File: config.mk
export PLATFORM = sky130hd
export DESIGN_NAME = binary_quiz_game
export DESIGN_NICKNAME = d
export VERILOG_FILES = /design/src/rtl/binary_quiz_game.sv
export SDC_FILE = /design/constraint.sdc
export NUM_CORES = 1
export LEC_CHECK = 0
export ABC_CLOCK_PERIOD_IN_PS = 6700
export BUFFER_PORTS_ARGS = -buffer_cell sky130_fd_sc_hd__clkbuf_2
export CAP_MARGIN = 15
export CORE_MARGIN = 3
export CORE_UTILIZATION = 45
export CTS_BUF_LIST = sky130_fd_sc_hd__clkbuf_4 sky130_fd_sc_hd__clkbuf_8 sky130_fd_sc_hd__clkbuf_16
export DETAILED_ROUTE_END_ITERATION = 10
export PLACE_DENSITY = 0.69
export SYNTH_ARGS = -nofsm -noshare
export SYNTH_HDL_FRONTEND = slang
export SYNTH_SLANG_ARGS = --single-unit
export TNS_END_PERCENT = 10
File: constraint.sdc
create_clock -name clk -period 6.7 [get_ports clk]
set_input_delay 1.34 -clock clk [delete_from_list [all_inputs] [get_ports clk]]
set_output_delay 1.34 -clock clk [all_outputs]
set_load 0.02 [all_outputs]
File: src/rtl/binary_quiz_game.sv
// Timed binary-arithmetic quiz: LFSR operands, per-question timeout,
// fixed number of rounds, score and grid feedback.
module binary_quiz_game #(
  parameter int          WIDTH         = 4,
  parameter int          ROUNDS        = 8,
  parameter int unsigned TIMEOUT       = 500_000_000,
  parameter int unsigned RESULT_CYCLES = 50_000_000,
  parameter logic [15:0] SEED          = 16'hACE1
) (
  input  logic        clk,
  input  logic        rst_n,
  input  logic [4:0]  btn_pulse,
  input  logic [15:0] sw,
  output logic [15:0] led,
  output logic [63:0] grid,
  output logic        check_ok,
  output logic [7:0]  score
);

  typedef enum logic [2:0] {
    S_IDLE,
    S_GEN,
    S_ASK,
    S_RESULT,
    S_DONE
  } state_t;

  localparam logic [1:0]  OP_ADD     = 2'b00;
  localparam logic [1:0]  OP_SUB     = 2'b01;
  localparam logic [1:0]  OP_XOR     = 2'b11;
  localparam logic [1:0]  MODE_MIX   = 2'b10;
  localparam logic [31:0] L_TO_LAST  = 32'(TIMEOUT - 1);
  localparam logic [31:0] L_RES_LAST = 32'(RESULT_CYCLES - 1);
  localparam logic [7:0]  L_ROUNDS   = 8'(ROUNDS);

  state_t           r_state;
  state_t           w_next;
  logic [15:0]      r_lfsr;
  logic [31:0]      r_timer;
  logic [7:0]       r_score;
  logic [7:0]       r_round;
  logic [WIDTH-1:0] r_a;
  logic [WIDTH-1:0] r_b;
  logic [1:0]       r_op;
  logic             r_correct;
  logic             r_timeout;

  logic             w_start;
  logic             w_submit;
  logic             w_abort;
  logic             w_to_hit;
  logic             w_res_done;
  logic             w_match;
  logic             w_to_result;
  logic             w_new_game;
  logic [1:0]       w_gen_op;
  logic [WIDTH:0]   w_exp;
  logic [7:0]       w_marker;
  logic [7:0]       w_fb;
  logic             w_unused;

  assign w_start    = btn_pulse[0];
  assign w_submit   = btn_pulse[1];
  assign w_abort    = btn_pulse[4];
  assign w_unused   = ^{btn_pulse[3:2], sw[13:WIDTH+1]};
  assign w_to_hit   = (r_timer == L_TO_LAST);
  assign w_res_done = (r_timer == L_RES_LAST);
  assign w_match    = (sw[WIDTH:0] == w_exp);

  assign w_to_result = (r_state == S_ASK) && (w_next == S_RESULT);
  assign w_new_game  = (r_state == S_IDLE || r_state == S_DONE)
                    && (w_next == S_GEN);

  // Mixed mode draws its op from the LFSR MSB at question time
  always_comb begin
    w_gen_op = sw[15:14];
    if (sw[15:14] == MODE_MIX)
      w_gen_op = r_lfsr[15] ? OP_SUB : OP_ADD;
  end

  always_comb begin
    w_exp = '0;
    unique case (r_op)
      OP_ADD:  w_exp = {1'b0, r_a} + {1'b0, r_b};
      OP_SUB:  w_exp = {1'b0, r_a} - {1'b0, r_b};
      default: w_exp = {1'b0, r_a ^ r_b};
    endcase
  end

  always_ff @(posedge clk or negedge rst_n) begin
    if (!rst_n)
      r_state <= S_IDLE;
    else
      r_state <= w_next;
  end

  always_comb begin
    w_next = r_state;
    if (w_abort && r_state != S_IDLE) begin
      w_next = S_IDLE;
    end else begin
      unique case (r_state)
        S_IDLE:   if (w_start) w_next = S_GEN;
        S_GEN:    w_next = S_ASK;
        S_ASK:    if (w_submit || w_to_hit) w_next = S_RESULT;
        S_RESULT: if (w_res_done)
                    w_next = (r_round == L_ROUNDS) ? S_DONE : S_GEN;
        S_DONE:   if (w_start) w_next = S_GEN;
        default:  w_next = S_IDLE;
      endcase
    end
  end

  always_ff @(posedge clk or negedge rst_n) begin
    if (!rst_n) begin
      r_lfsr    <= SEED;
      r_timer   <= '0;
      r_score   <= '0;
      r_round   <= '0;
      r_a       <= '0;
      r_b       <= '0;
      r_op      <= OP_ADD;
      r_correct <= 1'b0;
      r_timeout <= 1'b0;
    end else begin
      r_lfsr  <= (r_lfsr >> 1) ^ (r_lfsr[0] ? 16'hB400 : 16'h0000);
      r_timer <= (w_next == r_state) ? r_timer + 32'd1 : '0;
      if (r_state == S_GEN) begin
        r_a  <= r_lfsr[WIDTH-1:0];
        r_b  <= r_lfsr[8+WIDTH-1:8];
        r_op <= w_gen_op;
      end
      if (w_new_game) begin
        r_score <= '0;
        r_round <= '0;
      end
      // Submit beats a coincident timeout
      if (w_to_result) begin
        r_correct <= w_submit && w_match;
        r_timeout <= !w_submit;
        r_round   <= r_round + 8'd1;
        if (w_submit && w_match && r_score != 8'hFF)
          r_score <= r_score + 8'd1;
      end
    end
  end

  always_comb begin
    w_marker = 8'h04;
    unique case (r_op)
      OP_ADD:  w_marker = 8'h01;
      OP_SUB:  w_marker = 8'h02;
      default: w_marker = 8'h04;
    endcase
    w_fb = 8'h81;
    if (r_correct)
      w_fb = 8'hFF;
    else if (r_timeout)
      w_fb = 8'h18;
  end

  always_comb begin
    led      = {2'b00,
                r_state == S_DONE,
                r_state == S_ASK,
                r_op,
                r_timeout,
                r_correct,
                r_score};
    check_ok = (r_state == S_RESULT) && r_correct;
    score    = r_score;
    grid     = '0;
    unique case (r_state)
      S_ASK, S_RESULT: begin
        grid[63:56] = 8'(r_a);
        grid[55:48] = 8'(r_b);
        grid[47:40] = w_marker;
        grid[7:0]   = 8'(sw[WIDTH:0]);
        if (r_state == S_RESULT)
          grid[39:8] = {4{w_fb}};
      end
      S_DONE:  grid[7:0] = r_score;
      default: grid = '0;
    endcase
  end

endmodule

Word-level counts from Yosys, hierarchy flattened
Index checks and enable logic that the tools add are counted.
- register bits: 79
- add/sub/neg operators: 5
- bitwise logic cells: 2
- equal/unequal tests: 14
- multiplexer cells: 22
- reductions and logical operators: 15
- operators by type and width (cell ; count):
    two-way mux 32 bit ; 2
    two-way mux 8 bit ; 7
    two-way mux 52 bit ; 1
    adder 32 x 1 -> 32 bit, second input constant ; 1
    equality test 32 x 26 -> 1 bit, second input constant ; 1
    equality test 32 x 29 -> 1 bit, second input constant ; 1
    adder 8 x 1 -> 8 bit, second input constant ; 2
    two-way mux 16 bit ; 1
    case mux 8 bit (2 select lines) ; 1
    XOR 15 x 16 -> 16 bit ; 1
    two-way mux 3 bit ; 5
    case mux 3 bit (4 select lines) ; 1
    case mux 5 bit (2 select lines) ; 1
    equality test 3 x 2 -> 1 bit, second input constant ; 3
    equality test 8 x 4 -> 1 bit, second input constant ; 1
    inequality test 8 bit, second input constant ; 1
    equality test 3 x 1 -> 1 bit, second input constant ; 2
    logical AND 1 bit ; 6
    case mux 3 bit (2 select lines) ; 1
    adder 4 x 4 -> 5 bit ; 1
    equality test 5 bit ; 1
    subtractor 4 x 4 -> 5 bit ; 1
    OR reduction 2 bit ; 2
    XOR 4 bit ; 1
    12 further kinds ; 13

Logic depth before layout (Yosys ltp)
- word-level depth: 10
- gate-level depth with buffers: 12

Worst setup path after synthesis
No wires, ideal clock.
- path type: register to output
- start: reg r_state[2]
- end: out grid[0]
- stages on the path, launching flop included: 5
- slack: 3.540 ns
- data required time: 5.360 ns
- buffers on the path: 1
- arrival time: 1.820 ns
- path through: dfrtp_1 > clkbuf_1 > inv_1 > nor3_1 > a22o_1
- elaborated cells between the ends (all ways): 5
- RTL lines (item ; line ; source):
    start, declared ; 36 ; state_t r_state;
    start signal, assigned ; 94 ; r_state <= w_next;
    equality test 3 bit ; -- ;
    net led[13] ; 14 ; output logic [15:0] led,
    case mux 8 bit (2 select lines) ; 173 ; unique case (r_state)
    end, declared ; 15 ; output logic [63:0] grid,
The timed path passes the listed nets, and every way through them passes these cells.

Worst setup path after layout
- start: reg r_state[1]
- end: out grid[38]
- longest elaborated chain between the ends: 3
- elaborated cells between the ends (all ways): 5
- RTL lines (item ; line):
    equality test 3 x 2 -> 1 bit (on tied branches) ; 173, 179
    two-way mux 32 bit or OR reduction 2 bit (tied branches) ; 179, 173
    two-way mux 52 bit (*) ; 173
Every way passes the cells marked *; elsewhere a longest branch is shown, timed or not.

==> summary.md <==
| Metric | Value |
|---|---|
| Status | `complete, no violations` |
| Setup Skew | `0.0130 ns` |
| CTS clk-pin slew, worst paths | `0.09 ns` |
| Power Density | `247 mW/mm2` |
| Crit-path max FO | `16` |
| Post-synthesis sequential area ratio | `0.422` |
| Min Tclk post-route | `4.22 ns` |
| # rows | `36` |
| Core ar. | `0.00995 mm2` |
| Async SR Flop Fraction | `1.00` |
| Ant. Diodes | `0` |
| Tightest Pin Transition | `0.982 ns` |
| Detail Route Antenna Nets | `0` |
| Slowest CP cell | `nor2b_1` |
| Vias in the first global route | `3360` |
| Unrepaired setup endpoints after global routing | `false` |
| Filler cell count | `924` |
| Worst r2r src | `r_op[1]` |
| Initial Util | `0.473` |
| Startpoint types | `flop` |
| WL per Instance | `14.5 um` |
| Worst hold path type | `flop to flop` |
| Routed WL | `9.77 mm` |
| Synth-to-Final Area Change | `8.43%` |
| Fin nets | `570` |
| Area leader, netlist | `dfrtp_1` |
| Die area | `0.0117 mm2` |
| Slew headroom | `0.346` |
| Cell Area, Synth | `0.00471 mm2` |
| Dpl ws | `2.86 ns` |
| DRC viols | `0` |
| Die W | `108 um` |
| Cts repair resizes | `0` |
| Initial antenna violation count | `0` |
| # H-tree levels | `3` |
| CP peak stage delay | `0.73 ns` |
| Average instance area after synthesis | `9.61 um2` |
| Cts hold-fix bufs | `0` |
| CP top delay family | `simple AND/OR/NAND/NOR gates` |
| Synth warn | `0` |
| Max Slew Vio Count | `0` |
| Synth top area share | `0.377` |
| Total grt overflow | `0` |
| DRT Pass-1 Iters | `6` |
| EDFF count, synth | `0` |
| Min-delay src | `r_lfsr[7]` |
| GRT Overall Usage | `0.173` |
| Top_reg_cell synth | `dfrtp_1` |
| Layout cell share with drive strength beyond 1 | `0.258` |
| Root Driver | `clkbuf_8` |
| Critical Path AT | `2.88 ns` |
| Vias/cell | `5.24` |
| DR iter-0 viols | `211` |
| Gate Count Post-Synth | `490` |
| Final hold vios | `0` |
| IO Count | `112` |
| Clock Path Buffers | `2` |
| Largest net degree at the start of global routing | `80` |
| Setup Total Neg Slack | `0 ns` |
| Setup Buffers After CTS | `0` |
| Maximum vdd drop | `0.193 mV` |
| Fmax | `237 MHz` |
| Clock latency at the later pin of the worst-skew pair | `0.36 ns` |
| Flops & latches, synth | `79` |
| Top cells by area, synth | `dfrtp_1, buf_4, xor2_1` |
| Num Clock Sinks | `79` |
| Critical Path Sink Type | `primary output` |
| Num CTS Buffers | `9` |
| Crit path cell chain | `nor2b_1 > nand2_1 > nor2_1 > clkbuf_2` |
| Most frequent cells in the layout | `clkbuf_2, dfrtp_1, nor2_1, nand2_1, xor2_1` |
| Critical path class | `flop to primary output` |
| Lkg Pwr | `2.44 nW` |
| Placer Congestion | `0.892` |
| Die Y | `108 um` |
| Detailed Place HPWL | `7.12 mm` |
| Fin crit share | `0.630` |
| Count of final setup violators | `0` |
| Yosys cell types | `64` |
| Final WS setup | `2.48 ns` |
| IO buf count | `85` |
| CP Buf/Inv Count | `1` |
| Most common cell after layout, fill and taps aside | `clkbuf_2` |
| First-pass GRT wire length | `16.2 mm` |
| CP Launch Point | `r_state[1]` |
| Worst Path Required | `5.36 ns` |
| Max Cap Viol | `0` |
| Via count | `3536` |
| TritonCTS clock tree | `yes` |
## worst paths after layout
check	to	depth (start not counted)	slack, ns
max in group asynchronous	r_timer[6]	1	4.93
setup / recovery	grid[38]	4	2.48
hold / removal	r_lfsr[6]	0	0.36
min in group asynchronous	r_a[0]	1	1.12
setup reg to reg	score[0]	11	3.50
hold reg to reg	r_lfsr[6]	0	0.36
## flip-flops by register name (all words and copies together) (netlist names)
name and count:
score 8, r_timer 32, r_a 4, r_lfsr 16, r_b 4, r_round 8
r_state 3, r_correct 1, r_timeout 1, r_op 2
## per-stage QoR
stage	utilization	total power [W]	instances	hold WS, ns	instance area, um2
after CTS	0.513	0.00127	675	0.364	5100
after floorplan	-	0.000849	504	0.331	4760
after global placement	0.492	0.000899	659	0.335	4900
final	0.513	0.00126	675	0.362	5100
after detailed placement	0.492	0.000907	659	0.350	4900
after global routing	0.513	0.00134	675	0.371	5100
## synth_stat cells, types with 5 or more instances
| library cell | count |
|---|---|
| nand3_1 | 24 |
| mux2_2 | 6 |
| a21o_2 | 5 |
| and3_1 | 16 |
| a22o_1 | 7 |
| a21oi_1 | 17 |
| nand4_1 | 11 |
| nor3_1 | 9 |
| ha_1 | 9 |
| xor2_1 | 29 |
| xnor2_1 | 14 |
| inv_1 | 15 |
| or2_2 | 5 |
| clkbuf_1 | 5 |
| and2_1 | 6 |
| dfstp_2 | 8 |
| dfrtp_1 | 71 |
| buf_4 | 54 |
| nand2b_1 | 7 |
| o21ai_0 | 14 |
| nor2_1 | 56 |
| nand2_1 | 34 |
## layout make-up
type / count / area [um2] / share of cell area
clock buffers: 9 / 124 / 0.0243
clock inverters: 7 / 80.1 / 0.0157
inverters: 15 / 56.3 / 0.0110
multi-input cells: 345 / 2250 / 0.440
flip-flops and latches: 79 / 1990 / 0.389
well taps: 133 / 166 / 0.0326
repair buffers: 87 / 443 / 0.0868
## report_power, final
group	leakage (nW)	total (W)	switching (W)	internal, W
sequential	1.06	0.000549	0.0000464	0.000503
clock	0.0964	0.000363	0.000187	0.000176
combinational	1.28	0.000348	0.000238	0.000110
## per-layer routing
metal	global-route usage	up-vias	part of all wire
li1	-	1723	-
met1	0.226	1721	0.45
met2	0.293	79	0.49
met3	0.0430	13	0.043
met4	0.0370	0	0.011
met5	0	-	0
## cells by family after synthesis
group	synth area share
mux	0.0239
flops	0.422
xor+xnor	0.0851
buf+inv	0.112
compound gates	0.102
fa+ha+maj	0.0282
simple gates	0.226
other cells	0.000797
No activity file was read; power rests on OpenSTA's default activity.
